--- src/rtl/mips_pkg.sv ---
// ============================================================================
// Module      : mips_pkg
// Description : Shared op codes, FSM state encoding and default data width
//               for the multiply/divide unit and the control unit.
// Revision    : 1.0 - initial release
// ============================================================================
`default_nettype none

package mips_pkg;

  localparam int unsigned c_data_width = 32;

  localparam logic [7:0] c_op_mult  = 8'd0;
  localparam logic [7:0] c_op_multu = 8'd1;
  localparam logic [7:0] c_op_div   = 8'd2;
  localparam logic [7:0] c_op_divu  = 8'd3;
  localparam logic [7:0] c_op_mthi  = 8'd4;
  localparam logic [7:0] c_op_mtlo  = 8'd5;

  typedef enum logic [1:0] {
    st_idle = 2'd0,
    st_calc = 2'd1,
    st_fix  = 2'd2
  } mdu_state_t;

endpackage

`default_nettype wire

--- src/rtl/mult_div_unit.sv ---
// ============================================================================
// Module      : mult_div_unit
// Description : Iterative HI/LO multiply/divide unit (one step per cycle).
//               Define MULT_DIV_DIVIDE_EN to build the divide datapath.
// Revision    : 1.0 - initial release
// ============================================================================
`default_nettype none

module mult_div_unit
  import mips_pkg::*;
#(
  parameter int DATA_WIDTH = c_data_width,
  parameter int OP_WIDTH   = 3
) (
  input  logic                  clk,
  input  logic                  rst,
  input  logic                  start,
  input  logic [OP_WIDTH-1:0]   op,
  input  logic [DATA_WIDTH-1:0] operand1,
  input  logic [DATA_WIDTH-1:0] operand2,
  output logic                  busy,
  output logic                  done,
  output logic [DATA_WIDTH-1:0] hi,
  output logic [DATA_WIDTH-1:0] lo,
  output logic                  div_zero
);

  localparam int CW = $clog2(DATA_WIDTH + 1);
  localparam int DW = DATA_WIDTH;

  mdu_state_t          r_state;
  mdu_state_t          w_state_nxt;
  logic [CW-1:0]       r_count;
  logic [2*DW-1:0]     r_acc;
  logic [DW-1:0]       r_opnd;
  logic [DW-1:0]       r_hi;
  logic [DW-1:0]       r_lo;
  logic                r_neg_res;
  logic                r_done;
  logic                r_div_zero;

  logic [7:0]          w_opc;
  logic                w_is_mul;
  logic                w_is_dvd;
  logic                w_signed_op;
  logic                w_s1;
  logic                w_s2;
  logic [DW-1:0]       w_mag1;
  logic [DW-1:0]       w_mag2;
  logic                w_accept;
  logic [DW-1:0]       w_addend;
  logic [DW:0]         w_mul_sum;
  logic [2*DW-1:0]     w_mul_step;
  logic [2*DW-1:0]     w_step;
  logic [2*DW-1:0]     w_prod;

  assign w_opc    = 8'(op);
  assign w_is_mul = (w_opc == c_op_mult) || (w_opc == c_op_multu);

`ifdef MULT_DIV_DIVIDE_EN
  logic                r_is_div;
  logic                r_neg_rem;
  logic                r_dz;
  logic [DW:0]         w_shift;
  logic [DW:0]         w_diff;
  logic [2*DW-1:0]     w_div_step;
  logic [DW-1:0]       w_quo;
  logic [DW-1:0]       w_rem;
  logic [DW-1:0]       w_lo_div;
  logic [DW-1:0]       w_hi_div;

  assign w_is_dvd    = (w_opc == c_op_div) || (w_opc == c_op_divu);
  assign w_signed_op = (w_opc == c_op_mult) || (w_opc == c_op_div);

  // Restoring step: the partial remainder always stays below the divisor,
  // so bit DW of the difference is a clean borrow flag.
  assign w_shift    = r_acc[2*DW-1:DW-1];
  assign w_diff     = w_shift - {1'b0, r_opnd};
  assign w_div_step = w_diff[DW] ? {w_shift[DW-1:0], r_acc[DW-2:0], 1'b0}
                                 : {w_diff[DW-1:0], r_acc[DW-2:0], 1'b1};
  assign w_step     = r_is_div ? w_div_step : w_mul_step;

  assign w_quo    = r_acc[DW-1:0];
  assign w_rem    = r_acc[2*DW-1:DW];
  assign w_lo_div = r_dz ? '1 : (r_neg_res ? -w_quo : w_quo);
  assign w_hi_div = r_neg_rem ? -w_rem : w_rem;
`else
  assign w_is_dvd    = 1'b0;
  assign w_signed_op = (w_opc == c_op_mult);
  assign w_step      = w_mul_step;
`endif

  assign w_s1     = w_signed_op & operand1[DW-1];
  assign w_s2     = w_signed_op & operand2[DW-1];
  assign w_mag1   = w_s1 ? -operand1 : operand1;
  assign w_mag2   = w_s2 ? -operand2 : operand2;
  assign w_accept = (r_state == st_idle) && start && (w_is_mul || w_is_dvd);

  // Shift-add: upper half accumulates, lower half shifts the multiplier out.
  assign w_addend   = r_acc[0] ? r_opnd : '0;
  assign w_mul_sum  = {1'b0, r_acc[2*DW-1:DW]} + {1'b0, w_addend};
  assign w_mul_step = {w_mul_sum, r_acc[DW-1:1]};
  assign w_prod     = r_neg_res ? -r_acc : r_acc;

  always_comb begin
    w_state_nxt = r_state;
    case (r_state)
      st_idle: if (w_accept) w_state_nxt = st_calc;
      st_calc: if (r_count == '0) w_state_nxt = st_fix;
      st_fix:  w_state_nxt = st_idle;
      default: w_state_nxt = st_idle;
    endcase
  end

  always_ff @(posedge clk or posedge rst) begin
    if (rst) r_state <= st_idle;
    else     r_state <= w_state_nxt;
  end

  always_ff @(posedge clk or posedge rst) begin
    if (rst) begin
      r_count    <= '0;
      r_acc      <= '0;
      r_opnd     <= '0;
      r_hi       <= '0;
      r_lo       <= '0;
      r_neg_res  <= 1'b0;
      r_done     <= 1'b0;
      r_div_zero <= 1'b0;
`ifdef MULT_DIV_DIVIDE_EN
      r_is_div   <= 1'b0;
      r_neg_rem  <= 1'b0;
      r_dz       <= 1'b0;
`endif
    end else begin
      r_done     <= 1'b0;
      r_div_zero <= 1'b0;
      case (r_state)
        st_idle: begin
          if (w_accept) begin
            r_count   <= CW'(DW);
            r_neg_res <= w_s1 ^ w_s2;
            // Multiply: r_opnd = multiplicand; divide: r_opnd = divisor.
            r_opnd    <= w_is_dvd ? w_mag2 : w_mag1;
            r_acc     <= {{DW{1'b0}}, (w_is_dvd ? w_mag1 : w_mag2)};
`ifdef MULT_DIV_DIVIDE_EN
            r_is_div  <= w_is_dvd;
            r_neg_rem <= w_s1;
            r_dz      <= (operand2 == '0);
`endif
          end else if (start && (w_opc == c_op_mthi)) begin
            r_hi <= operand1;
          end else if (start && (w_opc == c_op_mtlo)) begin
            r_lo <= operand1;
          end
        end
        st_calc: begin
          if (r_count != '0) begin
            r_acc   <= w_step;
            r_count <= r_count - CW'(1);
          end
        end
        st_fix: begin
          r_done <= 1'b1;
`ifdef MULT_DIV_DIVIDE_EN
          if (r_is_div) begin
            r_hi       <= w_hi_div;
            r_lo       <= w_lo_div;
            r_div_zero <= r_dz;
          end else begin
            r_hi <= w_prod[2*DW-1:DW];
            r_lo <= w_prod[DW-1:0];
          end
`else
          r_hi <= w_prod[2*DW-1:DW];
          r_lo <= w_prod[DW-1:0];
`endif
        end
        default: ;
      endcase
    end
  end

  assign busy     = (r_state != st_idle);
  assign done     = r_done;
  assign div_zero = r_div_zero;
  assign hi       = r_hi;
  assign lo       = r_lo;

endmodule

`default_nettype wire

--- config.mk ---
export PLATFORM = sky130hd
export DESIGN_NAME = mult_div_unit
export DESIGN_NICKNAME = d
export VERILOG_FILES = /design/src/rtl/mips_pkg.sv /design/src/rtl/mult_div_unit.sv
export SDC_FILE = /design/constraint.sdc
export NUM_CORES = 1
export LEC_CHECK = 0
export ABC_CLOCK_PERIOD_IN_PS = 14600
export CAP_MARGIN = 40
export CORE_MARGIN = 2
export CORE_UTILIZATION = 50
export CTS_CLUSTER_SIZE = 10
export DETAILED_ROUTE_END_ITERATION = 12
export PLACE_DENSITY = 0.73
export SLEW_MARGIN = 5
export SYNTH_ARGS = -nofsm -noshare
export SYNTH_HDL_FRONTEND = slang
export SYNTH_SLANG_ARGS = --single-unit
export TNS_END_PERCENT = 100
--- constraint.sdc ---
create_clock -name clk -period 14.6 [get_ports clk]
set_input_delay 2.19 -clock clk [delete_from_list [all_inputs] [get_ports clk]]
set_output_delay 2.19 -clock clk [all_outputs]
set_load 0.005 [all_outputs]
Word-level counts from Yosys, hierarchy flattened
Cells that the tools add are included.
{ "totals": {"reg_bits": 170, "inputBits": 70, "output_inout_bits": 67, "word_cells": 66} }
{ "classes": {"addsub": 5, "n_eq_ne": 12, "n_mux": 21, "n_bitwise": 3, "n_reduce_logical": 17} }
{ "op_table": {"columns": ["cell", "n"], "rows": [
  ["2-to-1 mux 32 bit", 8],
  ["2-to-1 mux 64 bit", 3],
  ["one-hot mux 32 bit (2 select lines)", 2],
  ["one-hot mux 64 bit (2 select lines)", 1],
  ["negator 32 bit", 2],
  ["negator 64 bit", 1],
  ["adder 32 x 32 -> 33 bit", 1],
  ["2-to-1 mux 6 bit", 2],
  ["one-hot mux 6 bit (2 select lines)", 1],
  ["!= test 2 bit, second input constant", 5],
  ["zero test 8 bit", 1],
  ["== test 3 bit, second input constant", 2],
  ["zero test 6 bit", 1],
  ["AND reduction 3 bit", 2],
  ["nonzero test 2 bit", 3],
  ["nonzero test 6 bit", 1],
  ["subtractor 6 x 1 -> 6 bit, second input constant", 1],
  ["logical AND 1 bit", 4],
  ["2-to-1 mux 2 bit", 2],
  ["!= test 2 x 1 -> 1 bit, second input constant", 2],
  ["one-hot mux 2 bit (2 select lines)", 1],
  ["AND reduction 2 bit", 2],
  ["AND reduction 4 bit", 1],
  ["== test 3 x 1 -> 1 bit, second input constant", 1],
  ["7 further kinds", 8]
]} }

Logic depth before layout (Yosys ltp)
Gate-level depths: netlist of run 1.
{ "depth": {"ltp_word": 6, "mapped_depth": 12} }

Worst setup path before layout of run 1
No wires, ideal clock.
{ "synth_timing": {"path_kind": "input port to flip-flop", "startpoint": "in operand2[5]", "endpoint": "reg r_acc[27]", "t_arrival_ps": 4403, "path_slack_ps": 10076, "stages": 7, "path_cell_list": "or4_1 > clkbuf_1 > nor3_1 > nand2_1 > or4_1 > or3_1 > a32o_1"} }
{ "synth_via": {"elab_chain_cells": 4} }
{ "synth_lines": {"columns": ["item", "line", "text"], "rows": [
  ["start, declared", "mult_div_unit.sv:20", "input logic [DATA_WIDTH-1:0] operand2,"],
  ["negator 32 bit", "mult_div_unit.sv:96", "assign w_mag2 = w_s2 ? -operand2 : operand2;"],
  ["2-to-1 mux 32 bit", "mult_div_unit.sv:96", null],
  ["2-to-1 mux 64 bit", "mult_div_unit.sv:140", "if (w_accept) begin"],
  ["one-hot mux 64 bit (2 select lines)", "mult_div_unit.sv:138", "case (r_state)"],
  ["end signal, assigned", "mult_div_unit.sv:145", "r_acc <= {{DW{1'b0}}, (w_is_dvd ? w_mag1 : w_mag2)};"],
  ["end signal, assigned", "mult_div_unit.sv:159", "r_acc <= w_step;"],
  ["end, declared", "mult_div_unit.sv:34", "logic [2*DW-1:0] r_acc;"]
]} }
No other way between the ends. The select of a mux whose other input is x is not followed.
A chain may end at the register's enable or synchronous reset.

Final worst setup path of run 1
Same ends and word-level chain as after synthesis.

==> impl_metrics.yaml, run 1 <==
status:
  status: "finished clean"
setup_path:
  path_class: "in2reg"
  crit_chain: "clkdlybuf4s50_1 > or4_1 > nor3_1 > nand2_1 > or4_1 > or3_1 > a32o_1"
  critical_path.max_stage_delay_ns: 0.66
  cp_data_required_time_ns: 14.92
  critPathCaptureType: "flip-flop"
  crit_path_top_delay_cell: "or4_1"
  crit_top_cell: "or4_1"
  crit_fanout: 6
  crit_arrival_ns: 5.13
  start_kind: "input pin"
layout:
  drive_above_1_share: 0.0535
  finalNetCount: 1610
  n_antenna_cell: 0
  syn_to_final_growth_pct: 19.1
  final_util: 0.608
min_path:
  hp-class: "reg2reg"
detailed_routing:
  vias: 11306
  wl_per_cell_um: 20.8
  routed_wl_mm: 38.0
  detail-route-antenna-nets: 0
  via_per_inst: 6.19
  dr.first_iter.drc_count: 1045
  dr.pass1.iters: 5
  post-route-drc-count: 0
cts:
  numCtsBuffers: 17
  clk_latency_ns: 0.44
  numClockSinks: 170
  htree_levels: 4
  post_cts_resized: 0
  cts_root_buf: "clkbuf_16"
  cts_setup_buffers: 0
  cts_buffer_depth: 2
  cts_tree: "yes"
  cts_hold_buf: 0
  clk_pin_slew_worst_paths_ns: 0.07
global_route:
  grt_pass1_wl_mm: 58.3
  overflow: 0
  grt_max_degree: 83
  grt_pass1_vias: 10502
  grtUsageTotal: 0.310
  antenna_found_initial: 0
power_and_ir_drop:
  p_leak_nw: 5.43
  switching_share: 0.444
  switchingPower_mw: 1.26
  vdd_drop_max_v: 0.000128
  clkPwrFrac: 0.153
  power_density_nw_per_um2: 205
  p_total_mw: 2.85
  power_frac_comb: 0.498
  p_int_mw: 1.58
  power_frac_seq: 0.349
timing:
  fmax_mhz: 208
  tightest_slew_ns: 0.823
  maxSlewViolCount: 0
  tns_ns: 0
  maxSlewHeadroom: 0.449
  fin_skew_ns: 0.0168
  fin_crit_sh: 0.330
  setup_viol: 0
  rsz0062_at_grt: "no"
  hold_viol_final: 0
  fin_crit_ns: 4.81
synthesis:
  ys_types: 69
  synth_area_um2: 11600
  synth_area_per_cell_um2: 8.24
  synth.top_cell.area_share: 0.365
  synth_top_flop_cell: "dfrtp_1"
  yosysSeqAreaShare: 0.365
  netlist_top_cells_area: "dfrtp_1 37%, o21ai_0 7.8%, nand2_1 6.3%"
  synth_edf_count: 0
  synthesis.nets: 1521
  synthCells: 1413
  yosys_warnings: 0
  synth-async-reset-ratio: 1.00
  synth_seq_cells: 170
  netlist.top_cell.by_area: "dfrtp_1"
floorplanning:
  fp.dieArea_um2: 24500
  initial_utilization: 0.511
  boundaryPins: 137
  core.rowCount: 55
  die_w_um: 157
  core_area_um2: 22800
  die_h_um: 157
placement:
  place_hpwl_mm: 28.5
  io_buffer_count: 135
  gp_congestion: 0.941
run:
  maxCapViolCount: 0
==> state kept, by name, indices dropped and copies added (netlist names) <==
signal and flops:
r_acc 64, hi 32, lo 32, r_opnd 32
r_count 6, r_state 2, done 1, r_neg_res 1
==> routing by layer <==
metal,wire length [um],track usage,vias to the layer above
li1,-,-,5265
met1,16400,0.432,5431
met2,17300,0.482,531
met3,2990,0.0557,79
met4,1340,0.121,0
met5,0,0,-
==> worst paths after layout <==
check | startpoint | to | slack [ns] | depth (start not counted)
max | operand2[5] | r_acc[27] | 9.79 | 7
min in group asynchronous | rst | r_acc[37] | 2.04 | 2
max in group asynchronous | rst | hi[21] | 11.21 | 5
max reg2reg | r_acc[0] | r_acc[57] | 10.76 | 12
min reg2reg | r_opnd[3] | r_opnd[3] | 0.48 | 2
min | r_opnd[3] | r_opnd[3] | 0.48 | 2
==> critical path: cells and delay by family <==
| family | cells | cell delay (ns) |
|---|---|---|
| AND/OR/NAND/NOR | 5 | 2.22 |
| buffers and inverters | 1 | 0.46 |
| AO/OA/AOI/OAI | 1 | 0.25 |
==> synth_stat cells (all sizes together) (17+ instances only) <==
cell	instances
a21oi	90
and2	35
clkbuf	74
dfrtp	170
ha	37
inv	26
nand2	196
nand2b	17
nand3	29
nand4	17
nor2	98
nor3	29
nor4	21
o21ai	182
o31ai	24
or3	25
xnor2	69
xor2	65
==> area by class of cell <==
cell class / count / area (um2)
Clock buffer: 19 / 433
Clock inverter: 12 / 116
Multi-Input combinational cell: 1133 / 6990
Timing Repair Buffer: 153 / 1570
Sequential cell: 170 / 4260
Inverter: 27 / 106
Tap cell: 313 / 392
Fill cell: 2002 / 8920
==> cell usage in the layout (no fill, tap or decap), types with 28 or more instances in the layout <==
master,instances
nand2_1,196
o21ai_0,181
dfrtp_1,169
clkdlybuf4s50_1,135
nor2_1,97
a21oi_1,90
xnor2_1,69
xor2_1,65
ha_1,37
and2_1,35
nand3_1,29
nor3_1,28
==> metrics by stage <==
| step | instances | cell area, um2 | worst slack (ns) | hold slack (ns) |
|---|---|---|---|---|
| final | 1827 | 13900 | 9.79 | 0.477 |
| after CTS | 1827 | 13900 | 9.81 | 0.479 |
| after global routing | 1827 | 13900 | 9.60 | 0.504 |
| after detailed placement | 1796 | 13300 | 9.37 | 0.464 |
| after global placement | 1790 | 13200 | 9.41 | 0.457 |
| after floorplan | 1413 | 11600 | 7.81 | 0.438 |
==> power by group through the flow <==
stage                     logic [mW]  registers [mW]  clock network (mW)
after floorplan                0.924           0.881                   0
after global placement          1.35           0.992                   0
after detailed placement        1.40           0.988                   0
after CTS                       1.41           0.983               0.438
after global routing            1.58            1.01               0.458
final                           1.42           0.995               0.435
==> kinds of logic (layout without fill, tap and decap cells) <==
| family | Yosys count | count (layout) | share of synthesized area |
|---|---|---|---|
| muxes | 14 | 14 | 0.0121 |
| buffers and inverters | 110 | 211 | 0.0365 |
| and+or+nand+nor | 517 | 517 | 0.215 |
| xor gates and xnor gates | 134 | 134 | 0.101 |
| DFF | 170 | 170 | 0.365 |
| other | 1 | 1 | 0.000322 |
| adders and majority gates | 38 | 38 | 0.0415 |
| AOI/OAI and AO/OA | 429 | 429 | 0.228 |
(Power assumes the default switching activity.)
==> run 2: changes to the inputs <==
--- a/config.mk
+++ b/config.mk
@@ -5,13 +5,13 @@
 export SDC_FILE = /design/constraint.sdc
 export NUM_CORES = 1
 export LEC_CHECK = 0
-export ABC_CLOCK_PERIOD_IN_PS = 14600
+export ABC_CLOCK_PERIOD_IN_PS = 4050
 export CAP_MARGIN = 40
 export CORE_MARGIN = 2
 export CORE_UTILIZATION = 50
 export CTS_CLUSTER_SIZE = 10
 export DETAILED_ROUTE_END_ITERATION = 12
-export PLACE_DENSITY = 0.73
+export PLACE_DENSITY = 0.75
 export SLEW_MARGIN = 5
 export SYNTH_ARGS = -nofsm -noshare
 export SYNTH_HDL_FRONTEND = slang
==> constraint.sdc (replaced) <==
create_clock -name clk -period 4.05 [get_ports clk]
set_input_delay 0.6075 -clock clk [delete_from_list [all_inputs] [get_ports clk]]
set_output_delay 0.6075 -clock clk [all_outputs]
set_load 0.005 [all_outputs]
==> run 2 against run 1 <==
  * Largest cell class unchanged
  * Die area is the same
  * Setup slack got worse by 9.1 ns
  * Cell area rose by 0.52%
  * Largest power group unchanged
  * Clock power increased to 3.9 times the previous value
  * First-iteration DRC count increased by 30%
  * Clock skew decreased by 0.0059 ns
==> impl_metrics.yaml, run 2 (synthesis gave the netlist of run 1 again) <==
status:
  status: "finished clean"
cts:
  cts_buffer_depth: 2
  cts_setup_buffers: 0
  cts_tree: "yes"
  numClockSinks: 170
  numCtsBuffers: 17
  clk_latency_ns: 0.44
  htree_levels: 4
  cts_hold_buf: 0
  post_cts_resized: 0
  cts_root_buf: "clkbuf_16"
  clk_pin_slew_worst_paths_ns: 0.08
timing:
  setup_viol: 0
  maxSlewHeadroom: 0.447
  rsz0062_at_grt: "no"
  fin_crit_ns: 3.33
  tns_ns: 0
  fmax_mhz: 300
  setup_slack_ns: 0.719
  maxSlewViolCount: 0
  fin_crit_sh: 0.822
  tightest_slew_ns: 0.822
  hold_viol_final: 0
  fin_skew_ns: 0.0109
floorplanning:
  boundaryPins: 137
  core_area_um2: 22800
  fp.dieArea_um2: 24500
  initial_utilization: 0.511
  core.rowCount: 55
  die_w_um: 157
  die_h_um: 157
setup_path:
  crit_arrival_ns: 3.66
  cp_data_required_time_ns: 4.38
  crit_fanout: 9
  critPathCaptureType: "flip-flop"
  start_kind: "flip-flop"
  path_class: "reg2reg"
placement:
  place_hpwl_mm: 28.5
  dp_cells: 1803
  dpl_cell_area_um2: 13300
  gp_congestion: 0.932
  io_buffer_count: 135
  pre_cts_ws_ns: 0.395
detailed_routing:
  wl_per_cell_um: 20.5
  via_per_inst: 6.16
  post-route-drc-count: 0
  routed_wl_mm: 37.7
  dr.pass1.iters: 9
  dr.first_iter.drc_count: 1363
  detail-route-antenna-nets: 0
  vias: 11317
global_route:
  grt_pass1_wl_mm: 58.2
  grtUsageTotal: 0.309
  grtUsageMet1: 0.432
  grt_util_met3: 0.0507
  grt_use_met2: 0.486
  grt_max_degree: 61
  antenna_found_initial: 1
  overflow: 0
  grt_pass1_vias: 10299
  grt.busiest_layer: "met2"
layout:
  final_common_cell: "nand2_1"
  syn_to_final_growth_pct: 19.7
  drive_above_1_share: 0.0598
  largest_register_ff_count: 64
  final_area_um2: 13900
  mostFrequentLayoutCells: "196 x nand2_1, 181 x o21ai_0, 169 x dfrtp_1"
  fin_cells: 1836
  regMostFlops: "r_acc"
  finalNetCount: 1617
power_and_ir_drop:
  p_leak_nw: 5.49
  p_total_mw: 10.4
  vdd_drop_max_v: 0.000539
  power_density_nw_per_um2: 748
run:
  maxCapViolCount: 0
min_path:
  hp-class: "reg2reg"
[run 2: cell types whose count changed in the layout (fill, tap and decap cells not counted), moves of 2 or more]
cell        change
buf_4           +9
inv_8           +5
buf_16          -3
clkinvlp_4      -3
buf_12          +2
clkbuf_1        -2
clkinv_8        +2
[run 2: cell type report]
class | instances | area, um2
antenna | 1 | 2.50
clock buffer | 18 | 439
clock inverter | 14 | 170
fill | 2000 | 8850
inverter | 27 | 105
multi-input combinational | 1133 | 6990
sequential | 170 | 4260
tap | 313 | 392
timing repair buffer | 160 | 1580
[run 2: layer usage]
layer	vias up	part of all wire
li1	5288	-
met1	5390	0.43
met2	575	0.46
met3	64	0.079
met4	0	0.032
met5	-	0
[run 2: path summary, 6_finish.rpt]
check,slack [ns],depth (start not counted),end,start
max,0.72,7,hi[31],r_acc[6]
min,0.48,2,lo[16],lo[16]
max reg2reg,0.72,7,hi[31],r_acc[6]
min reg2reg,0.48,2,lo[16],lo[16]
max in group asynchronous,2.55,3,r_opnd[21],rst
min in group asynchronous,0.67,2,r_count[3],rst
[run 2: through the flow]
stage / hold slack (ns) / util
detailed placement: 0.463 / 0.585
CTS: 0.482 / 0.611
global route: 0.506 / 0.612
finish: 0.481 / 0.612
floorplan: 0.438 / -
global placement: 0.457 / 0.584
[run 2: worst max-delay path: stages (launching register included)]
cell,delay [ns]
dfrtp_1,0.42
or4_1,0.60
or3_1,0.43
or3_4,0.43
or3b_1,0.63
o31ai_2,0.34
xor2_1,0.10
a221oi_1,0.27
[run 2: where the power goes]
part / leakage (nW) / switching (mW) / internal, mW
Combinational: 3.11 / 2.83 / 2.31
Clock: 0.298 / 0.801 / 0.905
Sequential: 2.08 / 1.06 / 2.53
Total: 5.49 / 4.69 / 5.74
==> run 3: changes to the inputs <==
--- a/config.mk
+++ b/config.mk
@@ -5,7 +5,7 @@
 export SDC_FILE = /design/constraint.sdc
 export NUM_CORES = 1
 export LEC_CHECK = 0
-export ABC_CLOCK_PERIOD_IN_PS = 4050
+export ABC_CLOCK_PERIOD_IN_PS = 2900
 export CAP_MARGIN = 40
 export CORE_MARGIN = 2
 export CORE_UTILIZATION = 50
==> constraint.sdc (replaced) <==
create_clock -name clk -period 2.9 [get_ports clk]
set_input_delay 0.435 -clock clk [delete_from_list [all_inputs] [get_ports clk]]
set_output_delay 0.435 -clock clk [all_outputs]
set_load 0.005 [all_outputs]
==> run 3 against run 2 <==
  * The run now ends with negative setup slack left
  * Setup slack worse by 0.76 ns
  * Total power is 51% higher
  * Cell area is 8.4% higher
  * Flip-flop and latch count stayed put
  * Critical path type unchanged
  * Non-clock buffer count is 133 higher
  * Die area stayed put
  * Critical path depth is 1 higher
  * Clock-buffer cell count stayed put
  * Global-route usage is 2.2 points higher
  * Critical endpoint is now hi[19]
  * Worst hold slack worse by 0.0041 ns
  * Utilization is 5.1 points higher
==> impl_metrics.yaml, run 3 (synthesis gave the netlist of run 1 again) <==
setup_path:
  cp_data_required_time_ns: 3.19
  start_kind: "flip-flop"
  crit_top_cell: "or4_4"
  path_class: "reg2reg"
  r2r_setup_slack_ns: -0.04
  critical_path.max_stage_delay_ns: 0.54
  worstReg2RegStart: "r_acc[22]"
  r2r_cells: 8
  crit_fanout: 8
  critPathCaptureType: "flip-flop"
  crit_chain: "or4_4 > or4_4 > or3_4 > or3b_4 > buf_12 > o31ai_4 > xor2_1 > o221ai_1"
  crit_path_top_delay_cell: "or4_4"
  crit-reg2reg-capture: "hi[19]"
  crit_arrival_ns: 3.23
global_route:
  grt_pass1_vias: 11287
  antenna_found_initial: 0
  grt_max_degree: 99
  grt_pass1_wl_mm: 62.1
  overflow: 0
  grtUsageTotal: 0.330
cts:
  cts_tree: "yes"
  numClockSinks: 170
  clk_latency_ns: 0.44
  htree_levels: 4
  cts_buffer_depth: 2
  numCtsBuffers: 17
  clk_pin_slew_worst_paths_ns: 0.07
  cts_root_buf: "clkbuf_16"
timing:
  fin_crit_ns: 2.94
  rsz0062_at_grt: "yes"
  maxSlewHeadroom: 0.421
  fin_skew_ns: 0.0155
  fmax_mhz: 340
  setup_slack_ns: -0.0445
  fin_crit_sh: 1.02
  tightest_slew_ns: 0.867
  hold_viol_final: 0
  maxSlewViolCount: 0
  tns_ns: -0.0509
  setup_viol: 2
power_and_ir_drop:
  switching_share: 0.436
  power_frac_seq: 0.293
  power_frac_comb: 0.555
  power_density_nw_per_um2: 1040
  p_leak_nw: 6.16
  vdd_drop_max_v: 0.000621
  clkPwrFrac: 0.151
  p_total_mw: 15.7
  p_int_mw: 8.87
  switchingPower_mw: 6.85
detailed_routing:
  routed_wl_mm: 40.1
  post-route-drc-count: 0
  vias: 11942
  dr.pass1.iters: 7
  wl_per_cell_um: 20.4
  via_per_inst: 6.07
  detail-route-antenna-nets: 0
  dr.first_iter.drc_count: 1372
min_path:
  min_from: "r_opnd[31]"
  hp-class: "reg2reg"
  hold_depth: 2
  min_to: "r_opnd[31]"
floorplanning:
  boundaryPins: 137
  die_w_um: 157
  initial_utilization: 0.511
  core_area_um2: 22800
  fp.dieArea_um2: 24500
  core.rowCount: 55
  die_h_um: 157
layout:
  n_antenna_cell: 0
  final_util: 0.663
  largest_register_ff_count: 64
  fillers: 1903
  drive_above_1_share: 0.153
  finalNetCount: 1750
  final_common_cell: "nand2_1"
  mostFrequentLayoutCells: "196 x nand2_1, 171 x o21ai_0, 168 x dfrtp_1"
  regMostFlops: "r_acc"
  syn_to_final_growth_pct: 29.7
status:
  status: "complete, but fails checks"
  violations: "negative setup slack"
placement:
  io_buffer_count: 135
  gp_congestion: 0.951
  place_hpwl_mm: 30.7
run:
  maxCapViolCount: 0
[run 3: cell types whose count changed in the layout (fill, tap and decap cells not counted), moves of 6 or more]
cell	delta
o21ai_1	+9
buf_4	+132
a221oi_2	+6
a221oi_1	-6
o21ai_0	-10
[run 3: stage by stage]
step	hold slack (ns)	area [um2]	setup WS, ns	instances
after global routing	0.509	15100	-0.118	1968
after CTS	0.476	14900	-0.0330	1967
after floorplan	0.438	11600	-0.0351	1413
after global placement	0.451	14300	-0.182	1934
after detailed placement	0.459	14300	-0.180	1934
final	0.477	15100	-0.0445	1968
[run 3: routing by layer]
layer / share of wire / GRT usage / vias to the layer above / wire length (um)
met5: 0 / 0 / - / 0
met4: 0.043 / 0.142 / 0 / 1730
met3: 0.093 / 0.0648 / 99 / 3720
met2: 0.45 / 0.507 / 633 / 17900
met1: 0.42 / 0.456 / 5657 / 16700
li1: - / - / 5553 / -
[run 3: area by class of cell]
type / instances / area [um2] / area share
flip-flops and latches: 170 / 4260 / 0.282
well taps: 313 / 392 / 0.0259
multi-input cells: 1133 / 7170 / 0.475
repair buffers: 293 / 2580 / 0.171
clock inverters: 14 / 160 / 0.0106
clock buffers: 18 / 439 / 0.0291
inverters: 27 / 105 / 0.00696
[run 3: critical path, delay by kind of cell (launching register included)]
| family | cells | cell delay (ns) |
|---|---|---|
| buffers and inverters | 1 | 0.16 |
| AO/OA/AOI/OAI | 2 | 0.31 |
| AND/OR/NAND/NOR | 4 | 1.76 |
| XOR/XNOR | 1 | 0.18 |
| flip-flops | 1 | 0.38 |
[run 3: worst max-delay path by stage]
stage,from,end,depth (start not counted)
5_1_grt,r_acc[22],hi[19],8
4_1_cts,r_acc[3],hi[19],8
3_3_place_gp,operand2[5],r_acc[27],8
3_5_place_dp,operand2[5],r_acc[27],8
2_1_floorplan,r_acc[22],hi[31],8
6_report,r_acc[22],hi[19],8
[run 3: power groups by stage]
stage	combinational [mW]	clock, mW	sequential [mW]
floorplan	4.65	0	4.44
global placement	8.24	0	4.53
detailed placement	8.41	0	4.56
CTS	8.51	2.39	4.54
global route	9.58	2.48	4.72
finish	8.73	2.38	4.62
[run 3: repair_timing]
action                     4_1_cts  5_1_grt
buffers inserted                 1        1
hold buffers                     0        0
pin swaps                        6        8
setup endpoints to repair       18       31
resized for setup               12       35
